File: src/rtl/pergate_accum_if.sv
`default_nettype none
// ============================================================================
//  Module      : pergate_accum_if
//  Description : Control, gate-evaluation and result bundle for pergate_accum.
//  Revision    : 1.0 - initial release
// ============================================================================
interface pergate_accum_if #(
    parameter int NGATES  = 4,
    parameter int NVALS   = 3,
    parameter int F_NBITS = 16
);
    logic                                          en;
    logic                                          restart;
    logic                                          accum;
    logic [NGATES-1:0][NVALS-1:0][F_NBITS-1:0]     gate_in;
    logic                                          ready;
    logic                                          ready_pulse;
    logic [NVALS-1:0][F_NBITS-1:0]                 sum;

    modport master (
        output en, restart, accum, gate_in,
        input  ready, ready_pulse, sum
    );

    modport slave (
        input  en, restart, accum, gate_in,
        output ready, ready_pulse, sum
    );
endinterface
`default_nettype wire

File: src/rtl/pergate_accum.sv
`default_nettype none
// ============================================================================
//  Module      : pergate_accum
//  Description : Serial mod-F_Q reduction of per-gate evaluations into the
//                three round-polynomial sums, one gate per cycle.
//  Revision    : 1.0 - initial release
// ============================================================================
module pergate_accum #(
    parameter int NGATES  = 4,
    parameter int NVALS   = 3,
    parameter int F_NBITS = 16,
    parameter int F_Q     = 65521
) (
    input  wire logic        clk,
    input  wire logic        rstb,
    pergate_accum_if.slave   bus
);

    localparam int                 c_IDX_W  = (NGATES > 1) ? $clog2(NGATES) : 1;
    localparam logic [c_IDX_W-1:0] c_LAST   = c_IDX_W'(NGATES - 1);
    localparam logic [F_NBITS:0]   c_FQ_EXT = (F_NBITS + 1)'(F_Q);

    typedef enum logic [0:0] {
        ST_IDLE = 1'b0,
        ST_RUN  = 1'b1
    } state_t;

    state_t                                     r_state;
    logic [c_IDX_W-1:0]                         r_idx;
    logic [NGATES-1:0][NVALS-1:0][F_NBITS-1:0]  r_buf;
    logic [NVALS-1:0][F_NBITS-1:0]              r_sum;
    logic                                       r_ready;
    logic                                       r_ready_pulse;

    state_t                                     w_state_nxt;
    logic [c_IDX_W-1:0]                         w_idx_nxt;
    logic [NGATES-1:0][NVALS-1:0][F_NBITS-1:0]  w_buf_nxt;
    logic [NVALS-1:0][F_NBITS-1:0]              w_sum_nxt;
    logic                                       w_ready_nxt;
    logic                                       w_pulse_nxt;
    logic [NVALS-1:0][F_NBITS-1:0]              w_add;

    // One modular adder per evaluation lane; the extra bit catches the carry
    // so a single conditional subtract keeps the result canonical.
    generate
        for (genvar j = 0; j < NVALS; j++) begin : g_lane
            logic [F_NBITS:0] w_t;
            assign w_t      = {1'b0, r_sum[j]} + {1'b0, r_buf[r_idx][j]};
            assign w_add[j] = (w_t >= c_FQ_EXT) ? F_NBITS'(w_t - c_FQ_EXT)
                                                : w_t[F_NBITS-1:0];
        end
    endgenerate

    always_ff @(posedge clk or negedge rstb) begin
        if (!rstb) begin
            r_state       <= ST_IDLE;
            r_idx         <= '0;
            r_buf         <= '0;
            r_sum         <= '0;
            r_ready       <= 1'b1;
            r_ready_pulse <= 1'b0;
        end else begin
            r_state       <= w_state_nxt;
            r_idx         <= w_idx_nxt;
            r_buf         <= w_buf_nxt;
            r_sum         <= w_sum_nxt;
            r_ready       <= w_ready_nxt;
            r_ready_pulse <= w_pulse_nxt;
        end
    end

    always_comb begin
        w_state_nxt = r_state;
        w_idx_nxt   = r_idx;
        w_buf_nxt   = r_buf;
        w_sum_nxt   = r_sum;
        w_ready_nxt = r_ready;
        w_pulse_nxt = 1'b0;

        if (bus.restart) begin
            w_state_nxt = ST_IDLE;
            w_idx_nxt   = '0;
            w_sum_nxt   = '0;
            w_ready_nxt = 1'b1;
        end else begin
            case (r_state)
                ST_IDLE: begin
                    if (bus.en) begin
                        w_buf_nxt   = bus.gate_in;
                        if (!bus.accum) begin
                            w_sum_nxt = '0;
                        end
                        w_idx_nxt   = '0;
                        w_ready_nxt = 1'b0;
                        w_state_nxt = ST_RUN;
                    end
                end
                ST_RUN: begin
                    w_sum_nxt = w_add;
                    w_idx_nxt = r_idx + c_IDX_W'(1);
                    // Last gate: its add lands with the same edge that raises ready.
                    if (r_idx == c_LAST) begin
                        w_idx_nxt   = '0;
                        w_ready_nxt = 1'b1;
                        w_pulse_nxt = 1'b1;
                        w_state_nxt = ST_IDLE;
                    end
                end
                default: begin
                    w_state_nxt = ST_IDLE;
                    w_ready_nxt = 1'b1;
                end
            endcase
        end
    end

    assign bus.ready       = r_ready;
    assign bus.ready_pulse = r_ready_pulse;
    assign bus.sum         = r_sum;

endmodule
`default_nettype wire
File: src/flat_wrapper.sv
// flat-port wrapper written by rule: the top's interface ports become plain ports
module pergate_accum_flat 
#(
    parameter int NGATES  = 4,
    parameter int NVALS   = 3,
    parameter int F_NBITS = 16,
    parameter int F_Q     = 65521
)
  (clk, rstb, bus_en, bus_restart, bus_accum, bus_gate_in, bus_ready, bus_ready_pulse, bus_sum);
  pergate_accum_if #(.NGATES(NGATES), .NVALS(NVALS), .F_NBITS(F_NBITS)) bus_i ();
  input  wire logic clk;
  input  wire logic rstb;
  input wire logic [$bits(bus_i.en)-1:0] bus_en;
  input wire logic [$bits(bus_i.restart)-1:0] bus_restart;
  input wire logic [$bits(bus_i.accum)-1:0] bus_accum;
  input wire logic [$bits(bus_i.gate_in)-1:0] bus_gate_in;
  output wire logic [$bits(bus_i.ready)-1:0] bus_ready;
  output wire logic [$bits(bus_i.ready_pulse)-1:0] bus_ready_pulse;
  output wire logic [$bits(bus_i.sum)-1:0] bus_sum;
  assign bus_i.en = bus_en;
  assign bus_i.restart = bus_restart;
  assign bus_i.accum = bus_accum;
  assign bus_i.gate_in = bus_gate_in;
  assign bus_ready = bus_i.ready;
  assign bus_ready_pulse = bus_i.ready_pulse;
  assign bus_sum = bus_i.sum;
  pergate_accum #(.NGATES(NGATES), .NVALS(NVALS), .F_NBITS(F_NBITS), .F_Q(F_Q)) u_core (.clk(clk), .rstb(rstb), .bus(bus_i));
endmodule
File: config.mk
export PLATFORM = sky130hd
export DESIGN_NAME = pergate_accum_flat
export DESIGN_NICKNAME = d
export VERILOG_FILES = /design/src/rtl/pergate_accum_if.sv /design/src/rtl/pergate_accum.sv /design/src/flat_wrapper.sv
export SDC_FILE = /design/constraint.sdc
export NUM_CORES = 1
export LEC_CHECK = 0
export BUFFER_PORTS_ARGS = -buffer_cell sky130_fd_sc_hd__buf_2
export CAP_MARGIN = 5
export CORE_ASPECT_RATIO = 0.9
export CORE_MARGIN = 8
export CORE_UTILIZATION = 40
export DETAILED_ROUTE_END_ITERATION = 10
export HOLD_SLACK_MARGIN = 0.15
export MAX_ROUTING_LAYER = met4
export PLACE_DENSITY = 0.62
export SLEW_MARGIN = 5
export SYNTH_ARGS = -nofsm -noshare
export SYNTH_HDL_FRONTEND = slang
export SYNTH_SLANG_ARGS = --single-unit
File: constraint.sdc
create_clock -name clk -period 12.9 [get_ports clk]
set_clock_uncertainty 0.2 [all_clocks]
set_input_delay 0.645 -clock clk [delete_from_list [all_inputs] [get_ports clk]]
set_output_delay 0.645 -clock clk [all_outputs]
set_load 0.05 [all_outputs]
# Word-level counts from Yosys, hierarchy flattened
# Index checks and enable logic that the tools add are counted.
# W data, S select, Z words.
[totals]
ff_bits = 245
latchBits = 0
mem_bits_rw = 0
rom_bits = 0
input_bits = 197
out_inout_bits = 50
word_cells = 63
n_memories = 0
[op_classes]
n_addsub = 7
multipliers = 0
n_div = 0
n_lt_le_gt_ge = 4
eq_ne = 4
n_shift = 0
n_mux = 24
n_bitwise = 2
reduce_logical = 3
[op_table]
columns = ["operator", "count"]
rows = [
  ["$mux W48", 4],
  ["$bmux W48 S2", 1],
  ["$pmux W48 S2", 1],
  ["$add A16 B16 Y17", 3],
  ["$ge A17 B16 Y1 const B", 3],
  ["$mux W16", 3],
  ["$sub A16 B16 Y16 const B", 3],
  ["$mux W1", 9],
  ["$ne A3 B3 Y1 const B", 3],
  ["$mux W2", 3],
  ["$pmux W1 S2", 2],
  ["$pmux W2 S2", 1],
  ["$reduce_and A2 Y1", 2],
  ["$lt A2 B3 Y1 const B", 1],
  ["$reduce_and A3 Y1", 1],
  ["$add A2 B1 Y2 const B", 1],
  ["$eq A2 B2 Y1 const B", 1],
  ["$not A1 Y1", 2],
]

# Longest topological paths before layout
# Gate-level depths: netlist of the first run.
[logic_depth]
word_depth = 7
ltp_mapped = 17
ltp_nobuf = 13

# Worst setup path after synthesis of the first run
# OpenSTA, ideal clock, no wires.
[synth_timing]
kind = "reg-to-reg"
start = "register u_core.r_idx[0]"
end = "register u_core.r_sum (netlist bit u_core.bus.sum[19])"
setup_time_ns = 0.124
arrival_ns = 4.457
t_required_ns = 12.576
slack_ns = 8.119
stages_incl_launch_ff = 17
path_buffers = 3
synth_period_minus_slack_ns = 4.781
cell_sequence = "dfrtp_1 -> clkbuf_1 -> clkbuf_1 -> mux4_2 -> ha_1 -> fa_1 -> a21o_1 -> a221oi_4 -> xnor2_2 -> o221ai_1 -> or3b_1 -> a211o_1 -> o31ai_4 -> buf_6 -> nand3_1 -> xnor2_1 -> o21ai_1"
[synth_between]
elab_chain_len = 7
word_cells_on_any_way = 8
classes_between = "add/sub (2); order compare (1); mux (5)"
[synth_lines]
columns = ["item", "line_no", "source"]
rows = [
  ["from (decl)", "pergate_accum.sv:29", "logic [c_IDX_W-1:0] r_idx;"],
  ["from (signal assigned)", "pergate_accum.sv:64", "r_idx <= w_idx_nxt;"],
  ["$bmux W48 S2 (*)", "pergate_accum.sv:48", "assign w_t = {1'b0, r_sum[j]} + {1'b0, r_buf[r_idx][j]};"],
  ["$mux W48 (*)", "-", ""],
  ["$add A16 B16 Y17 (*)", "pergate_accum.sv:48", ""],
  ["$sub A16 B16 Y16 / $ge A17 B16 Y1 (equally long branches)", "pergate_accum.sv:49", "assign w_add[j] = (w_t >= c_FQ_EXT) ? F_NBITS'(w_t - c_FQ_EXT)"],
  ["$mux W16 (*)", "pergate_accum.sv:49", ""],
  ["$pmux W48 S2 (*)", "pergate_accum.sv:86", "case (r_state)"],
  ["$mux W48 (*)", "pergate_accum.sv:80", "if (bus.restart) begin"],
  ["to (signal assigned)", "pergate_accum.sv:66", "r_sum <= w_sum_nxt;"],
  ["to (decl)", "pergate_accum.sv:31", "logic [NVALS-1:0][F_NBITS-1:0] r_sum;"],
]
# Every way passes the cells marked *; elsewhere a longest branch is shown, timed or not. The select of a mux whose other input is x is not followed.
# A chain may end at the register's enable or synchronous reset.

# Worst setup path in the final report of the first run
[layout_timing]
start = "register u_core.r_idx[0]"
end = "register u_core.r_sum (netlist bit u_core.bus.sum[44])"
# Same word-level chain as after synthesis.

==> impl_metrics.tcl, run 1 <==
set metrics [dict create \
    final_common_cell "buf_2" \
    path_clk_slew_ps 60 \
    yosys.area.top_type "dfrtp_1" \
    hold_end "u_core.r_buf[15]" \
    setup_viol 0 \
    grt_overflow 0 \
    setup_ws_ps 7120 \
    antenna_found_initial 4 \
    ff2ff_setup_slack_ps 7120 \
    avgSynthCellArea_um2 11.9 \
    multi_input_area_um2 7530 \
    hold_class "input port to register" \
    switching_share_pct 38.5 \
    power_density_nw_per_um2 176 \
    crit_path_end_kind "register" \
    yosys_most_used_dff "dfrtp_1" \
    cp.arrival_ps 5980 \
    timing.rr.start "u_core.r_idx[0]" \
    irDropWorstVdd_uv 102 \
    clock.fmax_ghz 0.173 \
    slew_headroom_pct 26.2 \
    numCtsBuffers 28 \
    tns_ps 0 \
    tritoncts "done" \
    grt.total_usage_pct 19.4 \
    synth_seq_cells 245 \
    die_x_um 213 \
    min_from "bus_gate_in[15]" \
    die-area_um2 41300 \
    synthDistinctLibCells 84 \
    r2r_cells 14 \
    sequentialPowerShare_pct 32.4 \
    syn_area_um2 14000 \
    grt_start_max_net_pins 120 \
    drc 0 \
    via_count 11007 \
    period_needed_ps 5780 \
    crit_required_ps 13100 \
    p_comb_share_pct 44.1 \
    antenna_left 0 \
    power_mw 3.24 \
    drt_iter0_drc 670 \
    place_hpwl_um 26500 \
    drive_gt1_share_pct 35.2 \
    rsz0062_at_grt "false" \
    num-fill-cells 3007 \
    synthArstFlopShare_pct 100 \
    synthCells 1181 \
    pwr-share-clk_pct 23.5 \
    layout_common_cells "buf_2 (245), dfrtp_1 (242), mux2_2 (192), dlygate4sd3_1 (192), nand2_1 (85)" \
    die_y_um 194 \
    syn_nets 1436 \
    r2r-end "u_core.bus.sum[44]" \
    clockBufferDepth 3 \
    clk_latency_ps 560 \
    ff_latch_area_um2 6140 \
    post-route-period-util_pct 44.8 \
    post_cts_resized 0 \
    yosys_warnings 0 \
    placement_rows 65 \
    internal_power_mw 1.99 \
    cp_max_fo 41 \
    synth.area.top_cells "dfrtp_1 (44%), mux2_2 (15%), mux4_2 (7.7%), ha_1 (4.9%), xnor2_1 (2.5%)" \
    routed_wl_um 39200 \
    first_global_vias 11715 \
    gp_congestion 0.887 \
    dpl_cell_area_um2 15600 \
    slew_violations 0 \
    worst_setup_path_start_kind "register" \
    wire_per_inst_um 18.8 \
    cts-root-buf "clkbuf_16" \
    placed_cells_incl_taps 1840 \
    vias_per_cell 5.28 \
    start_util_pct 40.3 \
    clock-sinks 245 \
    path_class "register to register" \
    synth_seq_area_share_pct 43.7 \
    ioPinCount 247 \
    outcome "finished, final reports clean" \
    final_cells 2086 \
    port_buffers 246 \
    maxCapViolCount 0 \
    synth-edff-count 0 \
    report.final.hold_viol_count 0 \
    core_um2 34800 \
    area_growth_pct 31.4 \
    nNetsFinal 1848 \
    switchingPower_mw 1.25 \
    final_cell_area_um2 18400 \
    yosysTopAreaCellShare_pct 43.5 \
    p_leak_nw 8.13 \
    drt_first_pass_iters 5 \
    htreeDepth 1 \
    whs_path_depth 2 \
    dpl_worst_slack_ps 7020 \
    grt_pass1_wl_um 63300 \
    worst_slew_pin_slew_ps 1090 \
]
==> worst max path at each step <==
stage / startpoint / cells past startpoint / endpoint
floorplan: u_core.r_idx[0] / 16 / u_core.bus.sum[19]
global placement: u_core.r_idx[0] / 14 / u_core.bus.sum[44]
detailed placement: u_core.r_idx[0] / 14 / u_core.bus.sum[44]
CTS: u_core.r_idx[0] / 14 / u_core.bus.sum[44]
global route: u_core.r_idx[0] / 14 / u_core.bus.sum[37]
finish: u_core.r_idx[0] / 14 / u_core.bus.sum[44]
==> power groups by stage <==
stage / logic (mW) / registers (mW) / clock network, mW
floorplan: 0.976 / 1.14 / 0
global placement: 1.35 / 1.05 / 0
detailed placement: 1.37 / 1.06 / 0
CTS: 1.43 / 1.05 / 0.785
global route: 1.57 / 1.07 / 0.816
finish: 1.43 / 1.05 / 0.761
==> routing by layer <==
metal / up-vias / GRT usage, % / routed length (µm)
met2: 287 / 30.0 / 18300
met4: 0 / 4.90 / 890
met1: 5442 / 25.6 / 17700
met3: 52 / 4.15 / 2240
met5: - / - / 0
li1: 5226 / - / -
==> Yosys cell counts (6+ instances only) <==
cell type and n:
a21oi_1 44, nor2_1 33, o21ai_1 20, clkbuf_1 44
o21a_1 13, a21o_1 26, o21ai_0 44, inv_1 18
nor2b_1 9, dfrtp_1 244, xnor2_1 40, and3_1 7
mux4_2 48, mux2_2 192, nand4_1 12, nor3_1 16
ha_1 55, a211oi_1 8, xor2_1 28, o31ai_1 6
o211ai_1 12, nand3_1 35, and2_1 9, a211o_1 7
nand2_1 85
==> worst max-delay path: stages (launching register included) <==
cell      delay [ps]
dfrtp_4          560
buf_4            770
mux4_2           600
ha_1             220
fa_1             400
a21o_1           190
a31o_2           290
a211oi_1         330
o21ai_0          240
xor2_1           220
a21boi_1         190
a41oi_1          920
nor2_1           160
xnor2_1          190
o21ai_0           90
==> registers in the layout, summed over array words and instances, names as in the netlist <==
signal                  cells
u_core.bus.ready_pulse      1
u_core.r_buf              192
u_core.r_state              1
u_core.bus.ready            1
u_core.bus.sum             48
u_core.r_idx                2
==> cell families after synthesis <==
kind of cell | after synthesis | share of synthesized area [%]
DFF | 245 | 43.7
xor gates and xnor gates | 69 | 4.36
muxes | 244 | 23.4
adders and majority gates | 58 | 5.33
buffers and inverters | 82 | 2.72
AOI/OAI and AO/OA | 238 | 11.7
and+or+nand+nor | 245 | 8.77
==> through the flow <==
| stage | utilization [%] | hold WS (ps) |
|---|---|---|
| floorplan | - | 149 |
| global placement | 44.9 | 283 |
| detailed placement | 44.9 | 291 |
| CTS | 52.9 | 177 |
| global route | 53.0 | 182 |
| finish | 53.0 | 201 |
==> final cells by class <==
type | instances | share of cell area (%)
Sequential cell | 245 | 33.3
Multi-Input combinational cell | 854 | 40.9
Timing Repair Buffer | 446 | 17.5
Clock inverter | 13 | 0.584
Clock buffer | 37 | 4.15
Inverter | 18 | 0.367
Antenna cell | 4 | 0.0543
Tap cell | 469 | 3.18
==> timing repair <==
action                    4_1_cts  5_1_grt
buffers inserted                0        0
hold buffers                  192        0
hold endpoints to repair      309        0
Power figures use the tool's default switching activity.
==> run 2, diff against run 1 <==
--- a/config.mk
+++ b/config.mk
@@ -13,7 +13,7 @@
 export DETAILED_ROUTE_END_ITERATION = 10
 export HOLD_SLACK_MARGIN = 0.15
 export MAX_ROUTING_LAYER = met4
-export PLACE_DENSITY = 0.62
+export PLACE_DENSITY = 0.65
 export SLEW_MARGIN = 5
 export SYNTH_ARGS = -nofsm -noshare
 export SYNTH_HDL_FRONTEND = slang
==> constraint.sdc (replaced) <==
create_clock -name clk -period 4.97 [get_ports clk]
set_clock_uncertainty 0.2 [all_clocks]
set_input_delay 0.2485 -clock clk [delete_from_list [all_inputs] [get_ports clk]]
set_output_delay 0.2485 -clock clk [all_outputs]
set_load 0.05 [all_outputs]
==> run 2 against run 1 <==
Worst setup slack worse by 6800 ps. Clock power grew to 2.9 times the previous value. Final area is 2.3% higher. Critical path type unchanged. Highest routed layer unchanged.
==> impl_metrics.tcl, run 2 (synthesized netlist as in run 1, its figures left out) <==
set metrics [dict create \
    antenna_left 0 \
    grt_pass1_wl_um 64600 \
    grt.total_usage_pct 19.8 \
    cp_num_buf_inv 0 \
    switchingPower_mw 3.32 \
    nNetsFinal 1874 \
    outcome "finished, final reports clean" \
    dpl_worst_slack_ps 205 \
    cp.arrival_ps 4840 \
    antenna_found_initial 4 \
    crit_path_end_kind "register" \
    via_count 11277 \
    setup_ws_ps 311 \
    cp_max_fo 11 \
    place_hpwl_um 27000 \
    p_leak_nw 8.33 \
    setup_viol 0 \
    drt_first_pass_iters 5 \
    tns_ps 0 \
    start_util_pct 40.3 \
    drc 0 \
    ioPinCount 247 \
    grt_overflow 0 \
    clockBufferDepth 3 \
    core_um2 34800 \
    post-route-period-util_pct 93.7 \
    first_global_vias 12084 \
    p_comb_share_pct 43.7 \
    path_clk_slew_ps 60 \
    vias_per_cell 5.33 \
    grt_start_max_net_pins 100 \
    path_cells "mux4_2 -> ha_1 -> fa_1 -> a211oi_1 -> o21bai_1 -> o22a_1 -> a31oi_1 -> xor2_1 -> or2_2 -> o41a_2 -> nor3_2 -> xnor2_1 -> o21ai_1" \
    rsz0062_at_grt "false" \
    clk_latency_ps 580 \
    clock.fmax_ghz 0.215 \
    worst_setup_path_start_kind "register" \
    clock-sinks 245 \
    power_density_nw_per_um2 462 \
    switching_share_pct 38.1 \
    top_register "u_core.r_buf" \
    largest_register_ffs 192 \
    cpMaxStageDelayCell "o41a_2" \
    sequentialPowerShare_pct 31.2 \
    slew_headroom_pct 26.5 \
    wire_per_inst_um 19.0 \
    htreeDepth 1 \
    slew_violations 0 \
    routed_wl_um 40100 \
    placement_rows 65 \
    cpPeakStageDelay_ps 610 \
    report.final.hold_viol_count 0 \
    pwr-share-clk_pct 25.1 \
    irDropWorstVdd_uv 337 \
    gp_congestion 0.852 \
    internal_power_mw 5.39 \
    cts-root-buf "clkbuf_16" \
    maxCapViolCount 0 \
    path_class "register to register" \
    layout_common_cells "buf_2 (245), dfrtp_1 (242), dlygate4sd3_1 (198)" \
    die_y_um 194 \
    worst_slew_pin_slew_ps 1100 \
    crit_family "compound AO/OA/AOI/OAI gates" \
    numCtsBuffers 28 \
    period_needed_ps 4660 \
    final_common_cell "buf_2" \
    crit_required_ps 5150 \
    drt_iter0_drc 601 \
    die_x_um 213 \
    hold_class "input port to register" \
    drive_gt1_share_pct 36.4 \
    port_buffers 246 \
    area_growth_pct 34.5 \
    die-area_um2 41300 \
    tritoncts "done" \
]
run 2: worst reg2reg max path, cell delays in order, from the launching register on:
cell and delay [ps]:
dfrtp_4 580, mux4_2 560, ha_1 240, fa_1 440, a211oi_1 260, o21bai_1 190, o22a_1 240, a31oi_1 210
xor2_1 160, or2_2 350, o41a_2 610, nor3_2 210, xnor2_1 160, o21ai_1 80
run 2: area by class of cell:
type                       instances  area (µm²)
antenna                            4        10.0
clock buffer                      35         787
clock inverter                    17         204
fill                            2943       15900
inverter                          18        67.6
multi-input combinational        854        7550
sequential                       245        6140
tap                              469         587
timing repair buffer             472        3520
run 2: path summary, 6_finish.rpt:
kind	from	to	slack, ps	cells after the start
setup reg to reg	u_core.r_idx[0]	u_core.bus.sum[8]	310	13
setup / recovery	u_core.r_idx[0]	u_core.bus.sum[8]	310	13
min in group asynchronous	rstb	u_core.r_buf[53]	580	3
hold / removal	bus_gate_in[131]	u_core.r_buf[131]	240	3
hold reg to reg	u_core.r_buf[108]	u_core.r_buf[108]	300	1
max in group asynchronous	rstb	u_core.r_buf[20]	2920	4
run 2: power by group through the flow:
stage	clock network [mW]	logic [mW]	registers (mW)
2_1_floorplan	0	2.53	2.95
5_1_grt	2.34	4.18	2.77
6_report	2.19	3.80	2.72
3_5_place_dp	0	3.63	2.74
4_1_cts	2.25	3.77	2.71
3_3_place_gp	0	3.60	2.73
run 2: timing repair:
| action | 4_1_cts | 5_1_grt |
|---|---|---|
| endpoints found under the hold margin | 315 | 0 |
| setup buffers | 0 | 2 |
| gates resized for setup | 0 | 4 |
| setup endpoints to repair | 0 | 17 |
| hold buffers | 199 | 0 |
run 2: routing by layer:
| layer | part of all wire, % | track usage (%) | vias up |
|---|---|---|---|
| met5 | 0 | - | - |
| met4 | 3.2 | 5.91 | 0 |
| met3 | 5.8 | 4.17 | 85 |
| met2 | 48 | 31.7 | 296 |
| met1 | 43 | 25.0 | 5601 |
| li1 | - | - | 5295 |
run 2: per-stage QoR:
| step | total power, mW | util [%] | hold slack [ps] | area, µm² | cells |
|---|---|---|---|---|---|
| after floorplan | 5.48 | - | -247 | 14000 | 1181 |
| after global placement | 6.33 | 45.5 | 151 | 15800 | 1857 |
| after detailed placement | 6.37 | 45.5 | 143 | 15800 | 1857 |
| after CTS | 8.74 | 54.1 | 202 | 18800 | 2108 |
| after global routing | 9.29 | 54.2 | 226 | 18900 | 2114 |
| final | 8.71 | 54.2 | 235 | 18900 | 2114 |
